`config.mk`:
```
export PLATFORM = sky130hd
export DESIGN_NAME = sample_player_flat
export DESIGN_NICKNAME = d
export VERILOG_FILES = /design/src/rtl/sample_player_if.sv /design/src/rtl/sample_player.sv /design/src/flat_wrapper.sv
export SDC_FILE = /design/constraint.sdc
export NUM_CORES = 1
export LEC_CHECK = 0
export ABC_CLOCK_PERIOD_IN_PS = 5500
export CAP_MARGIN = 10
export CORE_UTILIZATION = 63
export DETAILED_ROUTE_END_ITERATION = 7
export GPL_TIMING_DRIVEN = 0
export PLACE_DENSITY = 0.82
export SLEW_MARGIN = 20
export SYNTH_ARGS = -nofsm -noshare
export SYNTH_HDL_FRONTEND = slang
export SYNTH_SLANG_ARGS = --single-unit
```
`constraint.sdc`:
```
create_clock -name clk -period 5.5 [get_ports clk]
set_input_delay 0.825 -clock clk [delete_from_list [all_inputs] [get_ports clk]]
set_output_delay 0.825 -clock clk [all_outputs]
set_load 0.02 [all_outputs]
```
`src/rtl/sample_player_if.sv`:
```
// Sample-memory read port: single outstanding word read with a req/ack handshake.
// The player drives the master side; the memory (or its model) drives the slave side.
interface sample_player_if;
  logic        mem_req;
  logic [26:0] mem_addr;
  logic        mem_ack;
  logic [15:0] mem_data;

  modport master (
    output mem_req,
    output mem_addr,
    input  mem_ack,
    input  mem_data
  );

  modport slave (
    input  mem_req,
    input  mem_addr,
    output mem_ack,
    output mem_data
  );
endinterface

```
`src/rtl/sample_player.sv`:
```
// Queues sample start addresses from `play` strobes and streams each sample, one
// 16-bit word per audio tick, fetched from sample memory until an end marker or the word cap.
module sample_player #(
  parameter int unsigned DEPTH      = 16,
  parameter int unsigned MAX_WORDS  = 2**20,
  parameter logic [15:0] END_MARKER = 16'h8000
) (
  input  logic                   clk,
  input  logic                   reset,
  input  logic                   play,
  input  logic [26:0]            address_in,
  input  logic                   sample_tick,
  sample_player_if.master        mem,
  output logic [15:0]            audio_out,
  output logic                   busy,
  output logic                   overflow
);

  localparam int unsigned AW = (DEPTH > 1) ? $clog2(DEPTH) : 1;
  localparam int unsigned CW = $clog2(MAX_WORDS + 1);
  localparam logic [AW:0] CNT_FULL = (AW+1)'(DEPTH);
  localparam logic [CW-1:0] CNT_MAX = CW'(MAX_WORDS);

  typedef enum logic [1:0] {
    IDLE  = 2'd0,
    LOAD  = 2'd1,
    FETCH = 2'd2,
    HOLD  = 2'd3
  } state_t;

  state_t        state_q, state_d;
  logic [26:0]   fifo_q [DEPTH];
  logic [26:0]   fifo_d [DEPTH];
  logic [AW-1:0] wr_ptr_q, wr_ptr_d;
  logic [AW-1:0] rd_ptr_q, rd_ptr_d;
  logic [AW:0]   count_q, count_d;
  logic [26:0]   addr_q, addr_d;
  logic [15:0]   word_q, word_d;
  logic [CW-1:0] cnt_q, cnt_d;
  logic          mem_req_q, mem_req_d;
  logic [15:0]   audio_q, audio_d;
  logic          busy_q, busy_d;
  logic          overflow_q, overflow_d;

  logic          full_s;
  logic          pop_s;
  logic          push_s;
  logic          have_next_s;

  // Start-address queue: a push is accepted when full only if LOAD frees a slot the same cycle.
  always_comb begin
    full_s     = (count_q == CNT_FULL);
    pop_s      = (state_q == LOAD);
    push_s     = play && (!full_s || pop_s);
    overflow_d = play && full_s && !pop_s;
    fifo_d     = fifo_q;
    if (push_s) begin
      fifo_d[wr_ptr_q] = address_in;
      wr_ptr_d         = wr_ptr_q + AW'(1);
    end else begin
      wr_ptr_d = wr_ptr_q;
    end
    if (pop_s) begin
      rd_ptr_d = rd_ptr_q + AW'(1);
    end else begin
      rd_ptr_d = rd_ptr_q;
    end
    case ({push_s, pop_s})
      2'b10:   count_d = count_q + (AW+1)'(1);
      2'b01:   count_d = count_q - (AW+1)'(1);
      default: count_d = count_q;
    endcase
  end

  // Playback FSM; a pending push counts as queued so an idle block starts without a wasted cycle.
  always_comb begin
    state_d     = state_q;
    addr_d      = addr_q;
    word_d      = word_q;
    cnt_d       = cnt_q;
    mem_req_d   = mem_req_q;
    audio_d     = audio_q;
    have_next_s = (count_q != (AW+1)'(0)) || push_s;
    case (state_q)
      IDLE: begin
        mem_req_d = 1'b0;
        if (sample_tick && (count_q == (AW+1)'(0))) begin
          audio_d = 16'h0000;
        end else begin
          audio_d = audio_q;
        end
        if (have_next_s) begin
          state_d = LOAD;
        end else begin
          state_d = IDLE;
        end
      end
      LOAD: begin
        addr_d    = fifo_q[rd_ptr_q];
        cnt_d     = CW'(0);
        mem_req_d = 1'b1;
        state_d   = FETCH;
      end
      FETCH: begin
        if (mem.mem_ack) begin
          word_d    = mem.mem_data;
          mem_req_d = 1'b0;
          if (mem.mem_data == END_MARKER) begin
            state_d = have_next_s ? LOAD : IDLE;
          end else begin
            state_d = HOLD;
          end
        end else begin
          mem_req_d = 1'b1;
          state_d   = FETCH;
        end
      end
      HOLD: begin
        if (sample_tick) begin
          audio_d = word_q;
          addr_d  = addr_q + 27'd1;
          cnt_d   = cnt_q + CW'(1);
          if (cnt_d == CNT_MAX) begin
            state_d   = have_next_s ? LOAD : IDLE;
            mem_req_d = 1'b0;
          end else begin
            state_d   = FETCH;
            mem_req_d = 1'b1;
          end
        end else begin
          state_d = HOLD;
        end
      end
      default: begin
        state_d   = IDLE;
        mem_req_d = 1'b0;
      end
    endcase
    busy_d = (state_d != IDLE) || (count_d != (AW+1)'(0));
  end

  // Control and datapath registers; reset abandons any transfer in flight.
  always_ff @(posedge clk) begin
    if (reset) begin
      state_q    <= IDLE;
      wr_ptr_q   <= '0;
      rd_ptr_q   <= '0;
      count_q    <= '0;
      addr_q     <= 27'd0;
      word_q     <= 16'h0000;
      cnt_q      <= '0;
      mem_req_q  <= 1'b0;
      audio_q    <= 16'h0000;
      busy_q     <= 1'b0;
      overflow_q <= 1'b0;
    end else begin
      state_q    <= state_d;
      wr_ptr_q   <= wr_ptr_d;
      rd_ptr_q   <= rd_ptr_d;
      count_q    <= count_d;
      addr_q     <= addr_d;
      word_q     <= word_d;
      cnt_q      <= cnt_d;
      mem_req_q  <= mem_req_d;
      audio_q    <= audio_d;
      busy_q     <= busy_d;
      overflow_q <= overflow_d;
    end
  end

  // Queue storage needs no reset: the pointers define which entries are valid.
  always_ff @(posedge clk) begin
    fifo_q <= fifo_d;
  end

  assign mem.mem_req  = mem_req_q;
  assign mem.mem_addr = addr_q;
  assign audio_out    = audio_q;
  assign busy         = busy_q;
  assign overflow     = overflow_q;

endmodule

```
`src/flat_wrapper.sv`:
```
// flat-port wrapper written by rule: the top's interface ports become plain ports
module sample_player_flat 
#(
  parameter int unsigned DEPTH      = 16,
  parameter int unsigned MAX_WORDS  = 2**20,
  parameter logic [15:0] END_MARKER = 16'h8000
)
  (clk, reset, play, address_in, sample_tick, audio_out, busy, overflow, mem_mem_req, mem_mem_addr, mem_mem_ack, mem_mem_data);
  sample_player_if mem_i ();
  input  logic clk;
  input  logic reset;
  input  logic play;
  input  logic [26:0] address_in;
  input  logic sample_tick;
  output logic [15:0] audio_out;
  output logic busy;
  output logic overflow;
  output wire logic [$bits(mem_i.mem_req)-1:0] mem_mem_req;
  output wire logic [$bits(mem_i.mem_addr)-1:0] mem_mem_addr;
  input wire logic [$bits(mem_i.mem_ack)-1:0] mem_mem_ack;
  input wire logic [$bits(mem_i.mem_data)-1:0] mem_mem_data;
  assign mem_mem_req = mem_i.mem_req;
  assign mem_mem_addr = mem_i.mem_addr;
  assign mem_i.mem_ack = mem_mem_ack;
  assign mem_i.mem_data = mem_mem_data;
  sample_player #(.DEPTH(DEPTH), .MAX_WORDS(MAX_WORDS), .END_MARKER(END_MARKER)) u_core (.clk(clk), .reset(reset), .play(play), .address_in(address_in), .sample_tick(sample_tick), .mem(mem_i), .audio_out(audio_out), .busy(busy), .overflow(overflow));
endmodule
```
==> flow_metrics.py, run 1 <==
metrics = {
    "placement": {
        "gp_congestion": 0.893,
        "dpl.hpwl_um": 35800,
        "port_buffers": 92,
        "placedCellCount": 1912,
        "place_ws_ns": 1.29,
    },
    "status": {
        "status": "finished, final reports clean",
    },
    "clock_tree": {
        "tritoncts": "built",
        "cts.sinks": 530,
        "clkLatencyLatePin_ns": 0.59,
        "clk_pin_slew_worst_paths_ns": 0.06,
        "cts_root_buf": "clkbuf_16",
        "cts.hold.buffers_added": 0,
        "clock_path_buffers": 3,
        "htreeDepth": 2,
        "cts_buffers": 51,
        "post-cts-setup-buffers": 0,
        "ctsResizeCount": 0,
    },
    "yosys": {
        "netlist_area_um2": 21600,
        "syn_area_per_cell_um2": 16.1,
        "yosys_warnings": 0,
        "ys_ff_latch": 530,
        "synth_nets": 1400,
        "synthFlopType": "edfxtp_1",
        "synth_edf_count": 432,
        "synthCells": 1341,
        "synth_seq_area_share_pct": 69.3,
        "yosys-top-cells-area": "edfxtp_1 60%, mux4_2 14%, dfxtp_1 9.1%",
        "synthArstFlopShare_pct": 0,
        "yosysUniqueCellTypes": 58,
        "synth_top_area_share_pct": 60.2,
        "synth_top_cell_by_area": "edfxtp_1",
    },
    "worst_setup_path": {
        "crit_path_start_kind": "flip-flop",
        "crit_type": "flip-flop to flip-flop",
        "rrSetupSlack_ns": 1.18,
        "rr_endpoint": "u_core.busy",
        "path_cells": "nand2b_1 > clkinv_1 > or3b_1 > and2_1 > clkbuf_1 > inv_1 > ha_1 > clkbuf_1 > xor2_1 > ha_1 > nor2b_1 > a22oi_1 > o32a_1 > nor2_1 > xnor2_1 > a41o_1 > o211ai_2",
        "worst_path_dominant_cell_family": "simple AND/OR/NAND/NOR gates",
        "slowest_delay_ns": 0.49,
        "reg2reg_from": "u_core.state_q[1]",
        "cp-end-kind": "flip-flop",
        "cp_slowest_cell": "or3b_1",
        "critPathArrivalTime_ns": 4.77,
        "cp_num_buf_inv": 4,
        "required_ns": 5.95,
        "r2r_cells": 17,
        "worstPathMaxFanout": 9,
    },
    "die": {
        "die_h_um": 187,
        "die_w_um": 187,
        "row_count": 67,
        "start_util_pct": 64.1,
        "core_area_um2": 33600,
        "num_io_pins": 94,
        "die-area_um2": 35000,
    },
    "power": {
        "power_mw": 10.7,
        "ir_drop_mv": 0.313,
        "p_comb_share_pct": 22.5,
        "p_leak_nw": 8.02,
        "p_int_mw": 7.61,
        "switching_share_pct": 28.7,
        "p_sw_mw": 3.06,
        "powerDensity_nw_per_um2": 421,
        "pwr-share-seq_pct": 44.3,
        "pwr-share-clk_pct": 33.2,
    },
    "layout": {
        "syn_to_final_growth_pct": 17.6,
        "fin_util_pct": 75.4,
        "final_nets": 1576,
        "drive_above_1_share_pct": 18.6,
        "fin_cells": 2011,
    },
    "global_route": {
        "grt_pass1_wl_um": 87000,
        "grt_max_degree": 20,
        "grt_antenna_before_repair": 7,
        "grt_usage_pct": 34.2,
        "grt.overflow.total": 0,
        "grt_pass1_vias": 13400,
    },
    "route": {
        "drc_errors": 0,
        "viasPerCell": 6.82,
        "drtAntennaViolNets": 0,
        "firstDrtPassIters": 5,
        "num_vias": 13700,
        "wire_per_inst_um": 29.0,
        "drt_iter0_markers": 1802,
        "routed_wl_um": 58300,
    },
    "sta": {
        "rsz0062_at_grt": "false",
        "slew_viol_final": 0,
        "slew_headroom_pct": 29.1,
        "fmax_mhz": 231,
        "tightest_slew_ns": 1.06,
        "fin_crit_ns": 4.32,
        "tns_ns": 0,
        "fin_ws_ns": 1.18,
        "setup_violations": 0,
        "hold_viol": 0,
        "fin_skew_ns": 0.0203,
        "period_share_pct": 78.6,
    },
    "hold_path": {
        "hold_end": "u_core.audio_out[2]",
        "hp-class": "flip-flop to flip-flop",
        "worstHoldStart": "u_core.audio_out[2]",
        "holdPathStages": 2,
    },
    "flow_run": {
        "maxCapViolations": 0,
    },
}
[registers in the layout, summed over array words and instances (netlist names), 2 cells and up]
register	count
u_core.word_q	16
u_core.state_q	2
u_core.count_q	5
u_core.fifo_q	432
u_core.wr_ptr_q	4
u_core.audio_out	16
u_core.mem.mem_addr	27
u_core.rd_ptr_q	4
u_core.cnt_q	21
[worst max-delay path by stage]
stage	from	endpoint	slack [ns]	cells past startpoint
2_1_floorplan	u_core.count_q[1]	u_core.fifo_q[324]	1.81	8
3_3_place_gp	play	u_core.fifo_q[366]	-1.08	5
3_5_place_dp	u_core.state_q[1]	u_core.busy	1.29	17
4_1_cts	u_core.state_q[1]	u_core.busy	1.24	17
5_1_grt	u_core.state_q[1]	u_core.busy	0.82	17
6_report	u_core.state_q[1]	u_core.busy	1.18	17
[Yosys cell counts (7+ instances only)]
cell / n
and3_1: 12
xor2_1: 12
inv_1: 12
and2_1: 12
a211oi_1: 15
clkbuf_1: 60
o31ai_1: 7
nor2_1: 101
nand2_1: 120
mux4_2: 135
ha_1: 11
buf_2: 18
and4_1: 7
nor4_1: 15
a21oi_1: 75
nand3_1: 31
dfxtp_1: 98
nor3_1: 15
a311oi_1: 8
o21ai_0: 38
a31oi_1: 10
nand4_1: 14
xnor2_1: 15
edfxtp_1: 432
[layout by cell type, fill, tap and decap left out, types with 18 or more instances in the layout]
cell type,netlist,layout
a21oi_1,75,75
dfxtp_1,98,98
clkdlybuf4s50_1,0,92
buf_2,18,18
o21ai_0,38,38
nand2_1,120,120
nand3_1,31,31
clkbuf_16,0,51
mux4_2,135,135
edfxtp_1,432,432
nor2_1,101,89
clkbuf_1,60,71
[cell families (layout without fill, tap and decap cells)]
| family | count (synthesis) | count (layout) | synth area share, % |
|---|---|---|---|
| mux | 139 | 139 | 14.3 |
| buf+inv | 100 | 319 | 1.93 |
| xor+xnor | 27 | 27 | 1.10 |
| flops | 530 | 530 | 69.3 |
| compound gates | 176 | 176 | 4.82 |
| simple gates | 358 | 358 | 7.91 |
| fa+ha+maj | 11 | 11 | 0.639 |
| other cells | 0 | 3 | 0 |
[stage by stage]
stage | instance area [µm²] | hold WS, ns
final | 25400 | 0.450
after floorplan | 21600 | 0.437
after global placement | 23000 | 0.438
after global routing | 25400 | 0.471
after CTS | 25300 | 0.453
after detailed placement | 23700 | 0.446
[power groups by stage]
stage / clock network [mW] / logic [mW] / registers (mW)
floorplan: 0 / 1.45 / 4.83
finish: 3.54 / 2.40 / 4.73
global placement: 0 / 2.23 / 4.79
CTS: 3.55 / 2.39 / 4.72
detailed placement: 0 / 2.34 / 4.80
global route: 3.70 / 2.55 / 4.74
[cell type report]
cell class	count	area, µm²
flip-flops and latches	530	14900
fillers	1872	8260
multi-input cells	711	6310
repair buffers	123	1440
clock buffers	66	1370
well taps	448	561
plain buffers	87	370
clock inverters	30	307
inverters	13	48.8
diodes	3	7.51
[worst reg2reg max path, delay by kind of cell (launching register included)]
family,cells,cell delay (ns)
simple gates,5,1.34
flops,1,0.33
buf+inv,4,1.04
xor+xnor,2,0.37
compound gates,4,0.75
fa+ha+maj,2,0.38
[layer usage]
metal / track usage [%] / up-vias / part of all wire (%)
met1: 46.9 / 6870 / 37
met3: 6.23 / 156 / 11
li1: - / 5636 / -
met2: 55.5 / 1038 / 49
met4: 12.9 / 6 / 3.4
met5: 0 / - / 0.062
(Power assumes the default switching activity.)
==> run 2: changes to the inputs <==
- ABC_CLOCK_PERIOD_IN_PS: 5500 -> 4300
- CORE_UTILIZATION: 63 -> 60
- PLACE_DENSITY: 0.82 -> 0.79
- clock period: 5.5 -> 4.3 ns (I/O delays scaled with it)
==> run 2 against run 1 <==
- setup slack worse by 0.77 ns
- critical path depth is 1 higher
- design area hardly changed
- register-to-register slack worse by 0.77 ns
- sequential share of layout area hardly changed
- utilization is 4.0 points lower
- combinational power is 27% higher
- non-clock buffer count stayed put
- total power is 28% higher
- flip-flop and latch count stayed put
==> flow_metrics.py, run 2 (synthesis results as in run 1) <==
metrics = {
    "worst_setup_path": {
        "cp_num_buf_inv": 4,
        "crit_type": "flip-flop to flip-flop",
        "startpoint": "u_core.count_q[1]",
        "worstPathMaxFanout": 9,
        "cp_slowest_cell": "or3b_1",
        "crit_path_start_kind": "flip-flop",
        "worst_path_dominant_cell_family": "simple AND/OR/NAND/NOR gates",
        "cp-endpoint": "u_core.busy",
        "cp.depth": 18,
        "cpMostUsedCell": "clkbuf_1",
        "rr_endpoint": "u_core.busy",
        "rrSetupSlack_ns": 0.41,
        "required_ns": 4.75,
        "cp-end-kind": "flip-flop",
        "r2r_cells": 18,
        "path_cells": "clkbuf_1 > nor2_1 > nand2_1 > or3b_1 > and2_1 > clkbuf_1 > inv_1 > ha_1 > clkbuf_1 > xor2_1 > ha_1 > nor2b_1 > a22oi_1 > o32a_1 > nor2_1 > xnor2_1 > a41o_1 > o211ai_2",
        "slowest_delay_ns": 0.37,
        "reg2reg_from": "u_core.count_q[1]",
        "critPathArrivalTime_ns": 4.34,
    },
    "clock_tree": {
        "htreeDepth": 2,
        "cts_root_buf": "clkbuf_16",
        "clkLatencyLatePin_ns": 0.61,
        "tritoncts": "built",
        "cts_buffers": 52,
        "clk_pin_slew_worst_paths_ns": 0.06,
        "cts.sinks": 530,
        "clock_path_buffers": 3,
        "cts.hold.buffers_added": 0,
    },
    "layout": {
        "n_fill_cell": 2166,
        "final_nets": 1577,
        "drive_above_1_share_pct": 18.7,
        "fin_util_pct": 71.4,
        "multi_input_area_um2": 6310,
        "finalInstanceArea_um2": 25300,
        "layout_common_cells": "432 x edfxtp_1, 135 x mux4_2, 120 x nand2_1, 98 x dfxtp_1, 92 x clkdlybuf4s50_1",
        "syn_to_final_growth_pct": 17.5,
        "max_flop_register": "u_core.fifo_q",
        "seqCellArea_um2": 14900,
        "final_common_cell": "edfxtp_1",
        "largest_reg_flops": 432,
        "fin_cells": 2026,
    },
    "die": {
        "die-area_um2": 36700,
        "die_h_um": 192,
        "die_w_um": 192,
        "num_io_pins": 94,
        "start_util_pct": 60.7,
        "core_area_um2": 35500,
        "row_count": 69,
    },
    "route": {
        "wl_met1_um": 21500,
        "wl_met3_um": 5750,
        "drtAntennaViolNets": 0,
        "drc_errors": 0,
        "drt_iter0_markers": 1460,
        "routed_wl_um": 56800,
        "top_layer": "met5",
        "firstDrtPassIters": 5,
        "wl_met2_um": 27700,
        "viasPerCell": 6.57,
        "num_vias": 13300,
        "wire_per_inst_um": 28.0,
    },
    "sta": {
        "rsz0062_at_grt": "false",
        "fmax_mhz": 257,
        "period_share_pct": 90.5,
        "tightest_slew_ns": 1.01,
        "fin_ws_ns": 0.409,
        "tns_ns": 0,
        "fin_crit_ns": 3.89,
        "setup_violations": 0,
        "slew_headroom_pct": 32.5,
        "slew_viol_final": 0,
        "fin_skew_ns": 0.0222,
        "hold_viol": 0,
    },
    "global_route": {
        "grt_pass1_wl_um": 82900,
        "grt_usage_pct": 31.9,
        "grt_pass1_vias": 13000,
        "grt_antenna_before_repair": 4,
        "grt_max_degree": 18,
        "grt.overflow.total": 0,
    },
    "hold_path": {
        "hp-class": "flip-flop to flip-flop",
    },
    "power": {
        "powerDensity_nw_per_um2": 540,
        "p_leak_nw": 8.00,
        "ir_drop_mv": 0.507,
    },
    "placement": {
        "placed_area_um2": 23600,
        "dpl.hpwl_um": 34800,
        "placedCellCount": 1922,
        "place_ws_ns": 0.179,
        "port_buffers": 92,
        "gp_congestion": 0.900,
    },
    "status": {
        "status": "finished, final reports clean",
    },
    "flow_run": {
        "maxCapViolations": 0,
    },
}
==> run 2: cell count changes in the layout (fill, tap and decap cells not counted), sizes merged <==
| cell | delta |
|---|---|
| clkbuf | -1 |
| clkinvlp | +1 |
| clkinv | +2 |
| inv | -2 |
| diode | +1 |
| buf | +1 |
==> run 2: stage by stage <==
step                power (mW)  hold slack, ns
global route              14.1           0.475
global placement          8.98           0.441
detailed placement        9.10           0.443
finish                    13.7           0.454
floorplan                 8.04           0.437
CTS                       13.7           0.452
==> run 2: layout make-up <==
class                   count  area share (%)
clock buffers              66            5.55
diodes                      4          0.0395
clock inverters            31            1.13
inverters                  13           0.207
plain buffers              87            1.46
repair buffers            123            5.47
flip-flops and latches    530            59.0
multi-input cells         711            24.9
well taps                 461            2.28
==> run 2: what timing repair did <==
item | CTS | global route
resized for setup | 0 | 2
setup endpoints to repair | 0 | 1
buffers inserted | 0 | 3
==> run 2: worst min path at each step <==
| stage | start | to | slack, ns | cells past startpoint |
|---|---|---|---|---|
| 4_1_cts | u_core.audio_out[5] | u_core.audio_out[5] | 0.45 | 2 |
| 2_1_floorplan | u_core.word_q[0] | u_core.word_q[0] | 0.44 | 2 |
| 5_1_grt | u_core.audio_out[2] | u_core.audio_out[2] | 0.47 | 2 |
| 3_3_place_gp | u_core.audio_out[5] | u_core.audio_out[5] | 0.44 | 2 |
| 3_5_place_dp | u_core.audio_out[5] | u_core.audio_out[5] | 0.44 | 2 |
| 6_report | u_core.audio_out[3] | u_core.audio_out[3] | 0.45 | 2 |
==> run 2: worst reg2reg max path: cells and delay by family, from the launching register on <==
| family | cells | cell delay, ns |
|---|---|---|
| flops | 1 | 0.29 |
| compound gates | 4 | 0.79 |
| xor+xnor | 2 | 0.36 |
| buf+inv | 4 | 0.80 |
| simple gates | 6 | 1.16 |
| fa+ha+maj | 2 | 0.34 |
==> run 2: power by group <==
part	internal, mW	total, mW	switching [mW]
Sequential	5.81	6.05	0.235
Combinational	1.36	3.05	1.69
Clock	2.61	4.58	1.96
==> run 2: per-layer routing <==
layer	vias up	global-route usage [%]
met5	-	0
met4	2	12.4
met3	141	6.11
met2	852	52.1
met1	6688	42.7
li1	5630	-
